**src/rtl/cpu_pkg.sv**
```systemverilog
// Shared CPU definitions: datapath widths, fetch FSM states and instruction-format bits.
package cpu_pkg;
    localparam int WORD_W = 16;
    localparam int BYTE_W = 8;
    // Set in the first byte when an argument byte follows (inst[15] once assembled).
    localparam int ZERO_ARG_BIT = 7;

    typedef enum logic [1:0] {
        IDLE,
        FETCH_HI,
        FETCH_LO,
        HOLD
    } fetch_state_t;
endpackage

```
**src/rtl/inst_fetch.sv**
```systemverilog
// Instruction fetch: assembles 1/2-byte instructions from an 8-bit memory port and
// hands them to execute over valid/ready; owns the PC and accepts redirects.
module inst_fetch
    import cpu_pkg::*;
#(
    parameter logic [WORD_W-1:0] RESET_PC = 16'h0000
) (
    input  logic              clk,
    input  logic              rst_n,
    input  logic              en,
    output logic              mem_req,
    output logic [WORD_W-1:0] mem_addr,
    input  logic [BYTE_W-1:0] mem_rdata,
    input  logic              mem_rvalid,
    input  logic              redirect,
    input  logic [WORD_W-1:0] redirect_pc,
    output logic [WORD_W-1:0] inst,
    output logic [WORD_W-1:0] inst_pc,
    output logic [1:0]        inst_bytes,
    output logic              inst_valid,
    input  logic              inst_ready,
    output logic [WORD_W-1:0] pc
);
    fetch_state_t      state;
    fetch_state_t      resume_state;
    logic              flush;
    logic [WORD_W-1:0] pc_inc;

    assign pc_inc       = pc + WORD_W'(1);
    assign resume_state = en ? FETCH_HI : IDLE;
    assign mem_req      = (state == FETCH_HI) || (state == FETCH_LO);
    assign inst_valid   = (state == HOLD);

    always_ff @(posedge clk or negedge rst_n) begin
        if (!rst_n) begin
            state      <= IDLE;
            pc         <= RESET_PC;
            flush      <= 1'b0;
            mem_addr   <= RESET_PC;
            inst       <= '0;
            inst_pc    <= '0;
            inst_bytes <= 2'd0;
        end else if (redirect) begin
            pc <= redirect_pc;
            // An in-flight request cannot be withdrawn: keep its address and drop the byte later.
            if (mem_req && !mem_rvalid) begin
                flush <= 1'b1;
            end else begin
                flush    <= 1'b0;
                mem_addr <= redirect_pc;
                state    <= resume_state;
            end
        end else begin
            case (state)
                IDLE: begin
                    if (en) state <= FETCH_HI;
                end
                FETCH_HI: begin
                    if (mem_rvalid) begin
                        if (flush) begin
                            flush    <= 1'b0;
                            mem_addr <= pc;
                            state    <= resume_state;
                        end else begin
                            inst     <= {mem_rdata, {BYTE_W{1'b0}}};
                            inst_pc  <= pc;
                            pc       <= pc_inc;
                            mem_addr <= pc_inc;
                            if (!mem_rdata[ZERO_ARG_BIT]) begin
                                inst_bytes <= 2'd1;
                                state      <= HOLD;
                            end else begin
                                state <= FETCH_LO;
                            end
                        end
                    end
                end
                FETCH_LO: begin
                    if (mem_rvalid) begin
                        if (flush) begin
                            flush    <= 1'b0;
                            mem_addr <= pc;
                            state    <= resume_state;
                        end else begin
                            inst[BYTE_W-1:0] <= mem_rdata;
                            inst_bytes       <= 2'd2;
                            pc               <= pc_inc;
                            mem_addr         <= pc_inc;
                            state            <= HOLD;
                        end
                    end
                end
                HOLD: begin
                    if (inst_ready) state <= resume_state;
                end
                default: state <= IDLE;
            endcase
        end
    end
endmodule

```
**config.mk**
```make
export PLATFORM = sky130hd
export DESIGN_NAME = inst_fetch
export DESIGN_NICKNAME = d
export VERILOG_FILES = /design/src/rtl/cpu_pkg.sv /design/src/rtl/inst_fetch.sv
export SDC_FILE = /design/constraint.sdc
export NUM_CORES = 1
export LEC_CHECK = 0
export ABC_AREA = 1
export CAP_MARGIN = 20
export CORE_MARGIN = 10
export CORE_UTILIZATION = 38
export CTS_CLUSTER_DIAMETER = 100
export CTS_CLUSTER_SIZE = 24
export DETAILED_ROUTE_END_ITERATION = 8
export GPL_ROUTABILITY_DRIVEN = 0
export PLACE_DENSITY = 0.66
export SLEW_MARGIN = 10
export SYNTH_ARGS = -nofsm -noshare
export SYNTH_HDL_FRONTEND = slang
export SYNTH_SLANG_ARGS = --single-unit
export TNS_END_PERCENT = 10
```
**constraint.sdc**
```tcl
create_clock -name clk -period 4.5 [get_ports clk]
set_clock_uncertainty 0.2 [all_clocks]
set_input_delay 0.45 -clock clk [delete_from_list [all_inputs] [get_ports clk]]
set_output_delay 0.45 -clock clk [all_outputs]
set_load 0.01 [all_outputs]
```
After elaboration in Yosys (flattened, before gate mapping):

Index checks and enable logic that the tools add are counted.

* add/sub/neg operators: 1
* equal/unequal tests: 13
* muxes and demuxes: 32
* bitwise operators: 2
* reductions and logical operators: 14

Operators by type and width (count)
* two-way mux 16 bit: 6
* two-way mux 8 bit: 4
* two-way mux 2 bit: 13
* adder 16 x 1 -> 16 bit (second input constant): 1
* one-hot mux 8 bit (2 select lines): 1
* inequality test 2 bit (second input constant): 6
* inequality test 3 bit (second input constant): 3
* one-hot mux 2 bit (4 select lines): 1
* AND reduction 7 bit: 1
* two-way mux 1 bit: 6
* AND reduction 6 bit: 1
* nonzero test 2 bit: 3
* AND reduction 5 bit: 1
* equality test 2 bit (second input constant): 2
* one-hot mux 2 bit (2 select lines): 1
* AND reduction 4 bit: 1
* inequality test 3 x 2 -> 1 bit (second input constant): 1
* AND reduction 3 bit: 1
* equality test 2 x 1 -> 1 bit (second input constant): 1
* logical NOT 2 bit: 1
* inverter 1 bit: 2
* AND reduction 2 bit: 1
* OR reduction 2 bit: 1
* logical AND 1 bit: 1
* 2 further kinds: 2

* flip-flop bits (word level): 69
* input bits: 30
* output and inout port bits: 68
* logic and storage cells: 70

Logic depth before layout (Yosys ltp):

* depth after elaboration: 5
* gate-level depth with buffers: 11
* mapped depth without buffers: 11

Worst setup path after synthesis:

OpenSTA, ideal clock, no wires.

* path type: reg-to-reg
* from: reg state[0]
* to: reg mem_addr[11]
* library setup time: 117 ps
* arrival time: 1439 ps
* required time: 4183 ps
* setup slack: 2744 ps
* cell stages (with the launch flop): 10
* period minus slack after synthesis: 1756 ps
* cells stage by stage: dfrtp_1 inv_1 ha_1 inv_1 nand2_1 nand2_1 inv_2 buf_2 nand2_1 nand2_1

* cells in the longest elaborated chain, start to end: 5
* elaborated cells on any way between the ends: 8
* classes of those cells: 3 x eq/ne; 5 x reduce/logical

Ends and longest elaborated chain
* start: declaration: RTL line inst_fetch.sv:24 `fetch_state_t state;`
* start signal: assignment: RTL line inst_fetch.sv:51 `state <= resume_state;`
* start signal: assignment: RTL line inst_fetch.sv:63 `state <= resume_state;`
* start signal: assignment: RTL line inst_fetch.sv:83 `state <= resume_state;`
* equality test 2 x 1 -> 1 bit / equality test 2 bit (equally long branches): RTL line inst_fetch.sv:31 `assign mem_req = (state == FETCH_HI) || (state == FETCH_LO);`
* logical OR 1 bit (*): RTL line inst_fetch.sv:31
* via mem_req: RTL line inst_fetch.sv:11 `output logic mem_req,`
* logical AND 1 bit (*): RTL line inst_fetch.sv:46 `if (mem_req && !mem_rvalid) begin`
* inequality test 2 bit (no line) (*)
* AND reduction 3 bit (no line) (*)
* end signal: assignment: RTL line inst_fetch.sv:50 `mem_addr <= redirect_pc;`
* end signal: assignment: RTL line inst_fetch.sv:62 `mem_addr <= pc;`
* end signal: assignment: RTL line inst_fetch.sv:68 `mem_addr <= pc_inc;`
* end: declaration: RTL line inst_fetch.sv:12 `output logic [WORD_W-1:0] mem_addr,`

The timed path passes the listed nets; every way through them passes the cells marked *.
A chain may end at the register's enable or synchronous reset.

Worst setup path in the final report:

* from: in redirect
* to: reg pc[3]

* cells in the longest elaborated chain, start to end: 2
* elaborated cells on any way between the ends: 4
* classes of those cells: 1 x mux; 3 x reduce/logical

Ends and longest elaborated chain
* start: declaration: RTL line inst_fetch.sv:15 `input logic redirect,`
* nonzero test 2 bit (no line)
* AND reduction 2 bit (no line)
* end signal: assignment: RTL line inst_fetch.sv:44 `pc <= redirect_pc;`
* end signal: assignment: RTL line inst_fetch.sv:67 `pc <= pc_inc;`
* end signal: assignment: RTL line inst_fetch.sv:87 `pc <= pc_inc;`
* end: declaration: RTL line inst_fetch.sv:22 `output logic [WORD_W-1:0] pc`

Several ways; a longest one is shown, not always the timed one.

==> results.yml <==
cells_and_area:
  fin_nets: 546
  fillerInstances: 808
  stdcell_area_um2: 4680
  diodes: 0
  layout-drive-gt1-share_pct: 9.32
  syn_to_final_growth_pct: 37.4
  final_core_util_pct: 53.6
sta:
  drv_slew: 0
  period_needed_ns: 2.82
  post-route-period-util_pct: 62.6
  max-slew-margin-rel_pct: 51.0
  setup_ws_ns: 1.68
  max_freq_ghz: 0.355
  worst_pin_slew_ns: 0.735
  rsz0062_at_grt: "false"
  finalHoldViolCount: 0
  tns_ns: 0
  finalSetupViolCount: 0
synth:
  synth_warnings: 0
  yosysTopAreaCell: "dfrtp_1"
  syn_avg_cell_area_um2: 8.28
  synth-main-ff-cell: "dfrtp_1"
  synthesis.nets: 447
  synth_edf_count: 0
  yosysSeqAreaShare_pct: 50.7
  netlist-cell-type-count: 30
  syn_inst: 411
  synth_common_cells: "130 x nand2_1, 69 x dfrtp_1, 41 x o21ai_0"
  yosysMostFrequentCell: "nand2_1"
  yosysTopAreaCellShare_pct: 50.7
  netlist_area_um2: 3400
  synthTopCellsByArea: "dfrtp_1 51%, nand2_1 14%, o21ai_0 6.0%"
  ys_ff_latch: 69
  synthArstFlopShare_pct: 100
critical_path:
  critical_path.top_delay_family: "buffers and inverters"
  critPathLaunchType: "input port"
  setup.worst_path.end_class: "flop"
  crit_arrival_ns: 2.83
  crit_path_top_delay_cell: "clkdlybuf4s50_1"
  crit_fanout: 28
  worstPathRequired_ns: 4.51
  crit_path_frequent_cell: "inv_1"
  path_buf_inv: 3
  cp_cell_sequence: "clkdlybuf4s50_1 -> inv_1 -> o21ai_1 -> inv_1 -> nand2_1 -> o21ai_0"
  slowest_delay_ns: 0.75
  crit_type: "in2reg"
flow_run:
  maxCapViolCount: 0
pwr:
  p_leak_nw: 2.21
  finalPower_mw: 3.33
  ir_worst_vdd_v: 0.000342
  p_per_area_nw_per_um2: 712
global_route:
  use_met2_pct: 23.0
  antenna_found_initial: 0
  grt_max_degree: 46
  grt_pass1_wl_um: 15600
  grt_usage_pct: 14.9
  gr-max-usage-layer: "met2"
  grtUsageMet1_pct: 18.6
  grt_pass1_vias: 3061
  overflow: 0
  grt_use_met3_pct: 5.24
clock_tree:
  numCtsBuffers: 9
  cts_tree: "done"
  clock_path_buffers: 2
  root_buffer: "clkbuf_8"
  htreeDepth: 3
  clk_latency_ns: 0.35
  clkTransAtPathRegs_ns: 0.08
  cts_sinks: 69
  cts_resized: 0
die:
  rows: 34
  io_pins: 98
  fp.coreArea_um2: 8720
  dieArea_um2: 13100
  die_h_um: 115
  die_w_um: 115
  initial_core_util_pct: 39.0
route:
  drt_iter0_drc: 229
  num_vias: 3024
  dr.pass1.iters: 5
  via_per_inst: 4.85
  ant_nets: 0
  wire_per_inst_um: 15.7
  route.detailed.drc: 0
  wirelength_um: 9790
place:
  dpl_cell_area_um2: 4440
  dpl.hpwl_um: 7550
  dp_slack_ns: 1.38
  port_buffers: 97
run_status:
  outcome: "finished clean"
min_path:
  min_path_type: "reg2reg"
[final timing paths]
| check | from | to | slack (ns) | cells past startpoint |
|---|---|---|---|---|
| worst max-delay path | redirect | pc[3] | 1.68 | 6 |
| max in group asynchronous | rst_n | inst_pc[2] | 2.88 | 4 |
| worst min register to register | inst[0] | inst[0] | 0.28 | 2 |
| worst max register to register | state[1] | pc[3] | 2.08 | 7 |
| worst min-delay path | inst[0] | inst[0] | 0.28 | 2 |
| min in group asynchronous | rst_n | inst[1] | 0.37 | 2 |
[metrics by stage]
| step | cells | hold WS [ns] |
|---|---|---|
| detailed placement | 606 | 0.203 |
| floorplan | 411 | -0.0456 |
| global route | 623 | 0.302 |
| finish | 623 | 0.282 |
| CTS | 623 | 0.288 |
| global placement | 604 | 0.265 |
[where the power goes]
part | leakage, nW | switching (mW) | internal [mW]
clock network | 0.106 | 0.246 | 0.328
registers | 0.857 | 0.251 | 0.907
logic | 1.25 | 0.833 | 0.765
total | 2.21 | 1.33 | 2.00
[final cells by class]
cell class / count / area, µm² / area share (%)
Sequential cell: 69 / 1730 / 36.9
Clock inverter: 5 / 83.8 / 1.79
Multi-Input combinational cell: 285 / 1410 / 30.2
Timing Repair Buffer: 101 / 1010 / 21.6
Inverter: 44 / 168 / 3.58
Tap cell: 108 / 135 / 2.89
Clock buffer: 11 / 141 / 3.02
[flip-flops by register name, summed over array words and instances, names as in the netlist]
name / flops
mem_addr: 16
flush: 1
inst_bytes: 2
inst_pc: 16
state: 2
inst: 16
pc: 16
[worst reg2reg max path: stages, from the launching register on]
cell and delay, ns:
dfrtp_1 0.40, inv_1 0.10, ha_1 0.34, inv_1 0.08
o21ai_1 0.55, inv_1 0.39, nand2_1 0.14, o21ai_0 0.10
[cell families (layout without fill, tap and decap cells)]
group	after synthesis	in the layout	synth area share (%)
AO/OA/AOI/OAI	68	68	11.0
adder cells (fa/ha/maj)	6	6	2.21
XOR/XNOR	3	3	0.772
AND/OR/NAND/NOR	205	205	26.5
buffers and inverters	57	161	7.79
flip-flops	69	69	50.7
multiplexers	3	3	0.993
[layer usage]
| layer | routed length, µm | vias up |
|---|---|---|
| met2 | 4540 | 83 |
| li1 | - | 1519 |
| met4 | 150 | 0 |
| met1 | 4380 | 1412 |
| met5 | 0 | - |
| met3 | 710 | 10 |
[what timing repair did]
action	in CTS	in global routing
hold endpoints to repair	15	0
endpoints found under the setup margin	0	0
hold buffers	1	0
buffers inserted	0	0
[layout by cell type, fill, tap and decap left out]
cell type and count:
nand2_1 130, buf_2 1, clkbuf_8 10, o31ai_1 7, or2_2 8, nand4_1 6, dlygate4sd3_1 1, buf_12 1
mux2_2 3, bufinv_16 2, inv_4 1, dfrtp_1 69, ha_1 6, o21ai_2 1, nand2_4 3, nor3_1 2
o211ai_1 1, clkdlybuf4s50_1 96, xor2_1 3, inv_1 40, nor2_1 16, inv_2 3, nor2_2 6, nand3_1 30
o21ai_1 10, clkbuf_1 1, o21a_1 1, nand2_2 2, a31oi_1 4, a21oi_1 2, o21ai_0 41, nor2_4 2
o21bai_1 1, clkinvlp_4 2, buf_4 2, clkinv_4 1
No activity file was read; power rests on OpenSTA's default activity.
